### config.mk
export PLATFORM = sky130hd
export DESIGN_NAME = fetch_buffer
export DESIGN_NICKNAME = d
export VERILOG_FILES = /design/src/rtl/fetch_buffer_pkg.sv /design/src/rtl/fb_window_check.sv /design/src/rtl/fetch_buffer.sv
export SDC_FILE = /design/constraint.sdc
export NUM_CORES = 2
export LEC_CHECK = 0
export CAP_MARGIN = 40
export CORE_ASPECT_RATIO = 0.8
export CORE_MARGIN = 2
export CORE_UTILIZATION = 35
export DETAILED_ROUTE_END_ITERATION = 12
export GPL_ROUTABILITY_DRIVEN = 0
export GPL_TIMING_DRIVEN = 0
export SYNTH_ARGS = -nofsm -noshare
export SYNTH_HDL_FRONTEND = slang
export SYNTH_SLANG_ARGS = --single-unit
### constraint.sdc
create_clock -name clock -period 24.9 [get_ports clock]
set_input_delay 2.49 -clock clock [delete_from_list [all_inputs] [get_ports clock]]
set_output_delay 2.49 -clock clock [all_outputs]
set_load 0.02 [all_outputs]
### src/rtl/fetch_buffer_pkg.sv
// fetch_buffer_pkg: shared types and sizing for the fetch buffer.
package fetch_buffer_pkg;
  localparam int FB_N = 3;
  localparam int FETCH_BUF_SZ = 8;
  typedef logic [31:0] data_t;
  typedef logic [31:0] addr_t;
  typedef logic [$clog2(FETCH_BUF_SZ)-1:0] fb_idx_t;
  typedef struct packed {
    data_t instr;
    addr_t pc;
  } fetch_buf_entry_t;
endpackage

### src/rtl/fb_window_check.sv
// fb_window_check: valid mask of the head window, stopping at the first PC break or the occupancy limit.
module fb_window_check
  import fetch_buffer_pkg::*;
#(
  parameter int N = FB_N,
  parameter int DEPTH = FETCH_BUF_SZ
) (
  input  addr_t                      pc [N],
  input  logic [$clog2(DEPTH+1)-1:0] count,
  output logic [N-1:0]               fetch_valid
);
  localparam int CW = $clog2(DEPTH+1);
  logic ok;
  always_comb begin
    fetch_valid = '0;
    ok = 1'b1;
    for (int i = 0; i < N; i++) begin
      ok = ok && (CW'(i) < count) && (pc[i] == pc[0] + 32'(4 * i));
      fetch_valid[i] = ok;
    end
  end
endmodule

### src/rtl/fetch_buffer.sv
// fetch_buffer: circular instruction queue presenting a PC-contiguous head window to dispatch.
module fetch_buffer
  import fetch_buffer_pkg::*;
#(
  parameter int N = FB_N,
  parameter int DEPTH = FETCH_BUF_SZ
) (
  input  logic                       clock,
  input  logic                       reset,
  input  logic                       flush,
  input  logic [$clog2(N+1)-1:0]     enq_count,
  input  data_t                      enq_instr [N],
  input  addr_t                      enq_pc [N],
  output logic                       enq_accept,
  output logic [$clog2(DEPTH+1)-1:0] free_slots,
  output data_t                      ff_instr [N],
  output addr_t                      ff_pc,
  output logic [N-1:0]               fetch_valid,
  input  logic [$clog2(N+1)-1:0]     dispatch_count
);
  localparam int IW = $clog2(DEPTH);
  localparam int CW = $clog2(DEPTH+1);
  localparam int NW = $clog2(N+1);
  fetch_buf_entry_t mem [DEPTH];
  logic [IW-1:0] head, tail;
  logic [CW-1:0] count;
  logic [NW-1:0] vcnt, deq;
  addr_t win_pc [N];
  always_comb begin
    for (int i = 0; i < N; i++) begin
      win_pc[i] = mem[head + IW'(i)].pc;
      ff_instr[i] = fetch_valid[i] ? mem[head + IW'(i)].instr : '0;
    end
  end
  fb_window_check #(.N(N), .DEPTH(DEPTH)) u_check (
    .pc(win_pc),
    .count(count),
    .fetch_valid(fetch_valid)
  );
  // The mask is contiguous, so its popcount is the window length.
  always_comb begin
    vcnt = '0;
    for (int i = 0; i < N; i++) vcnt = vcnt + NW'(fetch_valid[i]);
  end
  assign deq = dispatch_count < vcnt ? dispatch_count : vcnt;
  assign ff_pc = count != '0 ? mem[head].pc : '0;
  assign free_slots = CW'(DEPTH) - count;
  assign enq_accept = reset && !flush && enq_count != '0 && CW'(enq_count) <= free_slots;
  always_ff @(posedge clock or negedge reset) begin
    if (!reset) begin
      head <= '0;
      tail <= '0;
      count <= '0;
    end else if (flush) begin
      head <= '0;
      tail <= '0;
      count <= '0;
    end else begin
      head <= head + IW'(deq);
      if (enq_accept) tail <= tail + IW'(enq_count);
      count <= count + (enq_accept ? CW'(enq_count) : CW'(0)) - CW'(deq);
    end
  end
  always_ff @(posedge clock) begin
    for (int i = 0; i < N; i++)
      if (enq_accept && NW'(i) < enq_count) mem[tail + IW'(i)] <= '{instr: enq_instr[i], pc: enq_pc[i]};
  end
  always_ff @(posedge clock) begin
    if (reset) begin
      assert (count <= CW'(DEPTH));
      assert ((fetch_valid & (fetch_valid + N'(1))) == '0);
      assert (!(enq_accept && int'(count) + int'(enq_count) > DEPTH));
    end
  end
endmodule

; ---- Word-level counts from Yosys, hierarchy flattened
; Memories as Yosys holds them, arrays and structs flattened.
; Cells that the tools add are included.
[totals]
elab_cells = 57
out_inout_bits = 136
input_bits = 199
n_memories = 1
reg_bits = 10
mem_bits_rw = 512
[classes]
magnitude_cmp = 8
reduce_logical = 14
n_addsub = 13
mux = 16
n_eq_ne = 2
[mem_list]
columns = name, depth, width, read_ports, rd_ports_with_merged_regs, write_ports, line
row1 = mem, 8, 64, 3, 0, 3, fetch_buffer.sv:24  ; fetch_buf_entry_t mem [DEPTH];
[op_table]
columns = operator, count
row1 = $mux W32, 4
row2 = $eq A32 B32 Y1, 2
row3 = $add A32 B3 Y32 const B, 1
row4 = $add A32 B4 Y32 const B, 1
row5 = $logic_and A1 B1 Y1, 10
row6 = $mux W3, 3
row7 = $lt A1 B4 Y1 const A, 2
row8 = $add A3 B1 Y3 const B, 2
row9 = $add A3 B2 Y3, 2
row10 = $add A3 B2 Y3 const B, 2
row11 = $mux W1, 6
row12 = $add A4 B2 Y4, 1
row13 = $le A2 B4 Y1, 1
row14 = $lt A1 B2 Y1 const A, 2
row15 = $lt A2 B4 Y1 const A, 1
row16 = $mux W2, 2
row17 = $mux W4, 1
row18 = $reduce_bool A2 Y1, 2
row19 = $reduce_bool A4 Y1, 1
row20 = $sub A4 B2 Y4, 1
row21 = $sub A4 B4 Y4 const A, 1
row22 = $add A1 B1 Y2, 1
row23 = $add A2 B1 Y2, 1
row24 = $lt A2 B2 Y1, 1
row25 = other kinds (2), 2

; ---- Depth between registers and ports, before layout
; An unclocked memory read counts as a cell.
[depth]
depth_word = 11
depth_mapped = 33
mapped_depth_nobuf = 24

; ---- By module
; A second synthesis with hierarchy kept.
[unflattened]
cells_unflattened = 4243
area_unflattened_um2 = 40871.7
[modules_own_cells]
columns = mod, seq_area_each_um2, area_per_inst_um2, cells_each, n_inst
row1 = fetch_buffer, 15625.0, 38926.1, 3961, 1
row2 = fb_window_check, 0.0, 1945.6, 282, 1

; ---- Worst setup path after synthesis
; Ideal clock, no wire load.
[synth_path]
path_type = input -> register
from = in enq_count[1]
to = mem mem[2][0] (netlist name) (enable)
stages = 9
setup_ns = 0.583
n_path_buf = 0
setup_slack_ns = 14.097
arrival_ns = 10.219
required_ns = 24.317
path_cell_list = ha_1 -> a21oi_1 -> a2111oi_0 -> nor4b_1 -> and2_1 -> inv_1 -> or3_1 -> a21boi_0 -> o32ai_1
[synth_rtl]
columns = item, line
row1 = start: declaration, fetch_buffer.sv:11  ; input logic [$clog2(N+1)-1:0] enq_count,
row2 = end: declaration, fetch_buffer.sv:24

==> flow_summary_export.csv <==
group,metric,value,unit
route,dr.pass1.iters,8,
logic_synthesis,yosys-top-cells-count,"mux2i_1 (762), nand2_1 (582), o21ai_0 (561)",
route,ant_nets,0,
logic_synthesis,synthFlopType,"edfxtp_1",
logic_synthesis,synth.most_common_cell,"mux2i_1",
floorplanning,fp.coreArea,116000,um^2
floorplanning,design.die.area,120000,um^2
critical_path,crit_fanout,10,
logic_synthesis,synthArstFlopShare,1.92,%
global_routing,grt_pass1_wl,257000,um
clock_tree,tritoncts,"built",
logic_synthesis,syn-num-nets,4114,
route,viasPerCell,6.36,
cells_and_area,fin_nets,4468,
run,maxCapViolCount,0,
logic_synthesis,syn_area_per_cell,10.5,um^2
route,num_vias,37235,
cells_and_area,fin_util,41.8,%
logic_synthesis,ys_ff_latch,522,
clock_tree,clock_latency,690,ps
logic_synthesis,synth.area.top_cells,"edfxtp_1 (38%), mux2i_1 (19%), mux4_2 (12%), o21ai_0 (6.9%), nand2_1 (5.3%)",
pwr,powerDensity,99.6,nW/um^2
timing,setup_violations,0,
cells_and_area,synthToLayoutAreaGrowth,18.7,%
min_path,whs_path_depth,2,
min_path,hp-class,"reg2reg",
clock_tree,h-tree-depth,2,
placement,port_buffers,142,
floorplanning,die_x,386,um
critical_path,endpoint_kind,"primary output",
critical_path,rrSetupSlack,15940,ps
global_routing,grt_pass1_vias,34969,
global_routing,grt_usage,29.9,%
global_routing,overflow,0,
logic_synthesis,yosysWarnings,0,
logic_synthesis,synth.cell_area,40900,um^2
logic_synthesis,synth-edff-count,512,
timing,fin_crit,11190,ps
global_routing,antenna_found_initial,48,
timing,worst_slew_pin_slew,1110,ps
critical_path,worstSetupPathType,"reg2out",
floorplanning,die_h,310,um
timing,fin_skew,21.5,ps
timing,fin_crit_sh,44.9,%
critical_path,worstRegToRegCells,27,
critical_path,crit_arrival,8700,ps
timing,maxSlewViolCount,0,
clock_tree,ctsResizeCount,0,
logic_synthesis,yosysUniqueCellTypes,73,
cells_and_area,drive_above_1_share,15.9,%
timing,timing.fmax,0.0894,GHz
timing,finalHoldViolations,0,
route,drc,0,
pwr,ir_worst_vdd,0.0566,mV
route,wl_per_cell,31.6,um
critical_path,critPathRequiredTime,22410,ps
route,wl,185000,um
timing,relSlewSlack,26.0,%
clock_tree,cts.path.max_buffers,3,
floorplanning,start_util,35.2,%
critical_path,cp-start-kind,"flop",
pwr,total_leakage_power,0.0149,uW
clock_tree,postCtsSetupRepairBufs,0,
clock_tree,clock_sinks,522,
clock_tree,ctsHoldBuffers,0,
floorplanning,rows,112,
clock_tree,numCtsBuffers,60,
logic_synthesis,syn_inst,3893,
timing,rsz0062_at_grt,"no",
global_routing,grt_max_degree,19,
logic_synthesis,synth_top_area_share,37.6,%
timing,tns,0,ps
run_status,status,"finished, final reports clean",
clock_tree,cts_root_buffer,"clkbuf_16",
logic_synthesis,seq_area_frac_synth,38.2,%
logic_synthesis,synth_top_cell_by_area,"edfxtp_1",
placement,dp_hpwl,138000,um
floorplanning,ioPinCount,335,
route,drt_iter0_markers,6494,
clock_tree,clk_pin_slew_worst_paths,60,ps
## routing by layer
| layer | track usage (%) | vias to the layer above | share of wire (%) |
|---|---|---|---|
| li1 | - | 15178 | - |
| met1 | 39.9 | 18215 | 38 |
| met2 | 42.4 | 3155 | 41 |
| met3 | 11.3 | 637 | 15 |
| met4 | 14.2 | 50 | 5.3 |
| met5 | 0 | - | 0.17 |
## final cells by class
cell class / instances / area [um^2]
Buffer: 509 / 2350
Multi-Input combinational cell: 2840 / 22900
Clock inverter: 42 / 360
Inverter: 22 / 82.6
Fill cell: 10892 / 67700
Antenna cell: 24 / 60.1
Tap cell: 1539 / 1930
Sequential cell: 522 / 15600
Clock buffer: 68 / 1530
Timing Repair Buffer: 292 / 3640
## power by group
| group | internal, uW | leakage [uW] | switching, uW |
|---|---|---|---|
| logic | 1140 | 0.00916 | 1710 |
| registers | 1040 | 0.00476 | 36.6 |
| clock network | 500 | 0.000940 | 401 |
| total | 2680 | 0.0149 | 2150 |
## cell families (layout without fill, tap and decap cells)
| family | count (synthesis) | count (layout) | share of synthesized area (%) |
|---|---|---|---|
| AO/OA/AOI/OAI | 752 | 752 | 10.2 |
| XOR/XNOR | 134 | 134 | 2.90 |
| adder cells (fa/ha/maj) | 22 | 22 | 0.765 |
| buffers and inverters | 531 | 933 | 5.95 |
| flip-flops | 522 | 522 | 38.2 |
| multiplexers | 1015 | 1015 | 31.4 |
| other | 0 | 24 | 0 |
| AND/OR/NAND/NOR | 917 | 917 | 10.5 |
## worst paths after layout
check	start	end
max	head[2]$_DFF_PN0_	ff_instr[25]
min	tail[1]$_DFFE_PN0P_	tail[1]$_DFFE_PN0P_
max reg2reg	head[2]$_DFF_PN0_	count[2]$_DFF_PN0_
min reg2reg	tail[1]$_DFFE_PN0P_	tail[1]$_DFFE_PN0P_
max in group asynchronous	reset	count[3]$_DFF_PN0_
min in group asynchronous	reset	count[1]$_DFF_PN0_
## metrics by stage
stage | hold slack [ps] | std cells | cell area (um^2) | setup slack (ps) | total power (uW)
CTS | 667 | 5828 | 48400 | 14240 | 4730
finish | 661 | 5858 | 48500 | 13710 | 4830
floorplan | 608 | 3893 | 40900 | 14100 | 2810
detailed placement | 658 | 5718 | 46500 | 14950 | 3850
global route | 741 | 5851 | 48500 | 13950 | 4950
global placement | 654 | 5574 | 44200 | 6400 | 3720
## critical path, cell delays in order (launching register included)
cell,delay (ps)
dfrtp_1,320
buf_2,370
buf_2,400
buf_1,760
clkbuf_1,750
nor2b_1,320
clkbuf_1,760
clkbuf_1,660
a221oi_1,260
xor2_1,220
a2111oi_0,680
nand4_1,450
buf_6,300
buf_1,410
nor4_2,620
clkdlybuf4s50_1,700
## registers in the layout (all words and copies together) (netlist names)
signal,flops
tail,3
head,3
count,4
mem,512
## placed cells by master, fill, tap and decap left out, types with 10 or more instances in the layout
cell               n
a211oi_1          29
a21oi_1           48
a221oi_1          11
a22oi_1           15
buf_1             83
buf_12            17
buf_16            14
buf_2             25
buf_4             71
buf_6             77
buf_8             54
clkbuf_1         322
clkbuf_16         60
clkdlybuf4s50_1  142
clkinv_1          17
clkinv_2          16
dfrtp_1           10
diode_2           24
edfxtp_1         512
ha_1              17
inv_1             21
mux2_2            39
mux2i_1          762
mux4_2           211
nand2_1          582
nand3_1           11
nand4_1           13
nor2_1           132
nor3_1            35
nor3_2            29
nor4_1            17
nor4_2            36
o21ai_0          559
o221ai_1          13
o22ai_1           30
xnor2_1           71
xor2_1            62
(Power assumes the default switching activity.)
